File: src/rtl/config_pkg.sv
// Shared configuration constants and types for the interrupt nesting path.
// clic_frame_t is one saved context: return pc plus the threshold it displaced.
package config_pkg;

    localparam int ClicStackDepth = 8;
    localparam int ClicPrioWidth  = 3;
    localparam int IMemAddrWidth  = 16;

    typedef struct packed {
        logic [IMemAddrWidth-1:0] pc;
        logic [ClicPrioWidth-1:0] prio;
    } clic_frame_t;

endpackage

File: src/rtl/clic_unwind.sv
// Nesting stack for CLIC interrupt entry/return: saves the interrupted pc and
// threshold on entry and exposes the frame to restore, with sticky misuse flags.
module clic_unwind
    import config_pkg::*;
#(
    parameter int Depth  = ClicStackDepth,
    parameter int PrioW  = ClicPrioWidth,
    parameter int PcW    = IMemAddrWidth,
    localparam int DepthW = $clog2(Depth + 1)
) (
    input  logic              clk,
    input  logic              reset,
    input  logic              push,
    input  logic [PcW-1:0]    push_pc,
    input  logic [PrioW-1:0]  push_prio,
    input  logic              pop,
    input  logic              err_clr,
    output logic [PcW-1:0]    tos_pc,
    output logic [PrioW-1:0]  tos_prio,
    output logic [DepthW-1:0] depth,
    output logic              empty,
    output logic              full,
    output logic              tail_chain,
    output logic              overflow,
    output logic              underflow
);

    localparam int AddrW = (Depth > 1) ? $clog2(Depth) : 1;

    clic_frame_t       mem_q [Depth];
    logic [DepthW-1:0] depth_q, depth_d;
    logic              tail_q, tail_d;
    logic              ovf_q, ovf_d;
    logic              udf_q, udf_d;

    logic              is_empty, is_full;
    logic              do_push, do_pop;
    logic [AddrW-1:0]  wr_idx, rd_idx;
    clic_frame_t       wr_frame;

    always_comb begin
        is_empty = (depth_q == '0);
        is_full  = (depth_q == DepthW'(Depth));

        // push+pop with a live frame is a tail-chain: the saved return context
        // stays put. With nothing saved, the pop has nothing to unwind.
        do_push = push && (pop ? is_empty : !is_full);
        do_pop  = pop && !push && !is_empty;

        depth_d = depth_q;
        if (do_push) begin
            depth_d = depth_q + 1'b1;
        end else if (do_pop) begin
            depth_d = depth_q - 1'b1;
        end

        tail_d = push && pop && !is_empty;
        // A fresh error event wins over a clear in the same cycle.
        ovf_d  = (push && !pop && is_full) || (ovf_q && !err_clr);
        udf_d  = (pop && !push && is_empty) || (udf_q && !err_clr);

        wr_idx        = AddrW'(depth_q);
        rd_idx        = AddrW'(depth_q - 1'b1);
        wr_frame.pc   = IMemAddrWidth'(push_pc);
        wr_frame.prio = ClicPrioWidth'(push_prio);
    end

    always_ff @(posedge clk) begin
        if (reset) begin
            depth_q <= '0;
            tail_q  <= 1'b0;
            ovf_q   <= 1'b0;
            udf_q   <= 1'b0;
        end else begin
            depth_q <= depth_d;
            tail_q  <= tail_d;
            ovf_q   <= ovf_d;
            udf_q   <= udf_d;
        end
    end

    // Storage is never cleared; only the slot at the current depth is written.
    always_ff @(posedge clk) begin
        if (do_push && !reset) begin
            mem_q[wr_idx] <= wr_frame;
        end
    end

    always_comb begin
        tos_pc   = '0;
        tos_prio = '0;
        if (!is_empty) begin
            tos_pc   = PcW'(mem_q[rd_idx].pc);
            tos_prio = PrioW'(mem_q[rd_idx].prio);
        end
    end

    assign depth      = depth_q;
    assign empty      = is_empty;
    assign full       = is_full;
    assign tail_chain = tail_q;
    assign overflow   = ovf_q;
    assign underflow  = udf_q;

endmodule
File: config.mk
export PLATFORM = sky130hd
export DESIGN_NAME = clic_unwind
export DESIGN_NICKNAME = d
export VERILOG_FILES = /design/src/rtl/config_pkg.sv /design/src/rtl/clic_unwind.sv
export SDC_FILE = /design/constraint.sdc
export NUM_CORES = 1
export LEC_CHECK = 0
export CORE_AREA = 2 2 122 124
export CTS_CLUSTER_DIAMETER = 30
export DETAILED_ROUTE_END_ITERATION = 8
export DIE_AREA = 0 0 124 126
export GPL_ROUTABILITY_DRIVEN = 0
export GPL_TIMING_DRIVEN = 0
export PLACE_DENSITY = 0.6
export SLEW_MARGIN = 20
export SYNTH_ARGS = -nofsm -noshare
export SYNTH_HDL_FRONTEND = slang
export SYNTH_SLANG_ARGS = --single-unit
File: constraint.sdc
create_clock -name clk -period 3.6 [get_ports clk]
set_input_delay 0.36 -clock clk [delete_from_list [all_inputs] [get_ports clk]]
set_output_delay 0.36 -clock clk [all_outputs]
set_load 0.01 [all_outputs]
==> key figures <==
Logic synthesis
  • Leading area contributor after synthesis: edfxtp_1
  • Post-synthesis register bit count: 159
  • Post-synth net total: 357
  • Synthesized area: 6300 um^2
  • Avg Cell Area, Syn: 19.0 um^2
  • Distinct cells, synth: 36
  • Main combinational cell family by area after synthesis: multiplexers
  • Synth Flop Type: edfxtp_1
  • Yosys warns: 0
  • Post-synth top area share: 72.4%
  • Mux cell area share after synthesis: 13.9%
  • Synth Area in XOR/XNOR: 0.655%
  • Fraction of registers with async set or reset after synthesis: 0%
  • Most common cell in the netlist: edfxtp_1
  • Synth Area in Compound Gates: 2.82%
  • Post-Synth Adder-Cell Area: 0.397%
  • Number of synthesized flops with an enable pin: 152
  • Register area share after synthesis: 74.6%
  • Synth top area cells: edfxtp_1 72%, mux4_2 14%, nand2_1 2.5%
  • Synth Area in Simple Gates: 5.46%
  • Synthesized instance count: 331
  • Most frequent cells after synthesis: 152 x edfxtp_1, 42 x nand2_1, 38 x mux4_2

Cells and area
  • Final core utilization: 53.8%
  • Fillers: 1171
  • Share of layout cells above drive strength 1: 23.5%
  • Sequential cell area: 4700 um^2
  • Layout Cells excl Fill: 605
  • Nets: 434
  • Design area: 7710 um^2
  • ANT cells: 0
  • P&R area growth vs syn: 22.3%
  • Multi-input gate area: 1540 um^2

Clock tree
  • Max Root-Sink Buffers: 2
  • Clock tree from TritonCTS: yes
  • H-tree levels: 4
  • CTS root buffer: clkbuf_16
  • Clk Latency, worst-skew pair: 410 ps
  • TritonCTS Buffers: 17
  • Clock slew at reported path FFs: 60 ps
  • Hold-fix buffers, CTS: 0
  • Clk sinks: 159

Critical path
  • Crit end category: output port
  • Setup CP Type: register to output port
  • Worst reg-to-reg setup slack: 430 ps
  • WP data arrival: 3080 ps
  • Reg2reg end: mem_q[0][4]$_DFFE_PP_
  • Worst Path Required: 3240 ps
  • Worst R2R Path Depth: 10
  • Slowest cell delay on critical path: 580 ps
  • Slowest-stage cell, CP: clkdlybuf4s50_1
  • Worst Setup SP: depth[0]$_SDFFE_PP0P_
  • Crit path launch type: register
  • Max FO, Critical Path: 10
  • Worst-path cell chain: buf_6 > buf_6 > inv_1 > ha_1 > buf_2 > clkbuf_4 > mux4_2 > nand2_1 > a21oi_1 > clkdlybuf4s50_1
  • Worst setup path endpoint: tos_pc[14]
  • Most frequent CP cell: buf_6
  • Worst R2R Start: depth[0]$_SDFFE_PP0P_

STA
  • Fin crit share: 95.5%
  • Max Slew Vio Count: 0
  • Final setup viols: 0
  • Fmax: 0.291 GHz
  • Relative slew slack: 46.5%
  • Least-Margin Pin Slew: 801 ps
  • RSZ-0062 raised after global routing: false
  • Fin crit period: 3440 ps
  • Final hold vios: 0
  • Layout Skew: 4.74 ps
  • Min setup slack post-route: 163 ps

Min path
  • Hold path cells: 3
  • Hold path start: push
  • HP Class: primary input to register

GRT
  • Initial antenna violation count: 0
  • Total grt overflow: 0
  • Number of global-route vias before repair: 3316
  • GR Util All Layers: 17.7%
  • First-pass GRT wire length: 19.5 mm
  • Largest net degree at the start of global routing: 20

Route
  • Router iterations before antenna repair: 5
  • Vias: 3257
  • ANT nets after route: 0
  • Drt drc: 0
  • Vias/cell: 5.38
  • Initial drt markers: 345
  • Routed len/inst: 21.2 um
  • WL final: 12.8 mm

Die
  • Floorplan core area: 14300 um^2
  • I/O Pins: 52
  • Die footprint: 15600 um^2
  • Initial core utilization: 44.0%
  • Row count: 44
  • Die H: 126 um
  • Die W: 124 um

Pwr
  • P_leak: 2.47 nW
  • Pwr Density: 759 nW/um^2
  • Worst IR Drop VDD: 0.362 mV

Placement
  • Placed cell count: 571
  • Setup slack at placement: -11.9 ps
  • Dpl hpwl: 7.73 mm
  • DP Area: 7160 um^2
  • IO buf count: 50

Job
  • Max Cap Viol: 0

Status
  • Status: completed
state kept, by name, indices dropped and copies added (netlist names):
name        count
underflow       1
mem_q         152
overflow        1
depth           4
tail_chain      1
critical path, delay by kind of cell, from the launching register on:
family	cells	cell delay, ps
AND/OR/NAND/NOR	1	50
adder cells (fa/ha/maj)	1	290
multiplexers	1	240
buffers and inverters	6	1430
flip-flops	1	400
AO/OA/AOI/OAI	1	240
repair_timing:
action / CTS / global route
setup endpoints to repair: 19 / 16
pin swaps: 1 / 0
buffers inserted: 2 / 0
hold endpoints to repair: 0 / 0
gates cloned: 0 / 0
resized for setup: 6 / 10
area by class of cell:
cell class                      instances  share of cell area [%]
Tap cell                              184                    2.99
Sequential cell                       159                    61.0
Clock buffer                           20                    5.67
Clock inverter                         12                   0.682
Multi-Input combinational cell        149                    20.0
Buffer                                 19                    1.79
Inverter                                4                   0.195
Timing Repair Buffer                   58                    7.63
cells by family (layout without fill, tap and decap cells):
group,count (synthesis),after routing
fa+ha+maj,2,2
buf+inv,23,113
mux,40,40
compound gates,31,31
xor+xnor,3,3
flops,159,159
simple gates,73,73
power by group:
part | internal [mW] | total (mW) | switching, mW | leakage, nW
combinational | 1.03 | 2.19 | 1.16 | 0.800
sequential | 2.13 | 2.15 | 0.0252 | 1.43
clock | 0.856 | 1.51 | 0.650 | 0.237
total | 4.02 | 5.85 | 1.84 | 2.47
metrics by stage:
| stage | hold slack [ps] | total power [mW] | TNS, ps |
|---|---|---|---|
| 5_1_grt | 330 | 6.11 | 0 |
| 2_1_floorplan | 429 | 3.45 | 0 |
| 3_5_place_dp | 527 | 4.32 | -11.9 |
| 4_1_cts | 299 | 5.87 | 0 |
| 6_report | 315 | 5.85 | 0 |
| 3_3_place_gp | 501 | 4.27 | -42240 |
layer usage:
| metal | track usage, % | routed length [um] | vias to the layer above |
|---|---|---|---|
| met2 | 26.6 | 6050 | 107 |
| met5 | 0 | 0 | - |
| li1 | - | - | 1473 |
| met4 | 6.08 | 185 | 0 |
| met3 | 3.85 | 751 | 15 |
| met1 | 26.0 | 5850 | 1662 |
worst min path at each step:
stage / end / slack (ps)
floorplan: depth[0]$_SDFFE_PP0P_ / 430
global placement: underflow$_SDFF_PP0_ / 500
detailed placement: overflow$_SDFF_PP0_ / 530
CTS: depth[2]$_SDFFE_PP0P_ / 300
global route: depth[2]$_SDFFE_PP0P_ / 330
finish: depth[2]$_SDFFE_PP0P_ / 310
cell usage in the layout, fill, tap and decap left out, types with 6 or more instances in the layout:
| cell | n |
|---|---|
| a21oi_1 | 22 |
| nand2_1 | 42 |
| dfxtp_1 | 7 |
| clkdlybuf4s50_1 | 50 |
| nor2_4 | 6 |
| edfxtp_1 | 152 |
| buf_4 | 10 |
| clkinv_1 | 8 |
| nor2_1 | 7 |
| mux4_2 | 38 |
| clkbuf_16 | 17 |
Power figures use the tool's default switching activity.
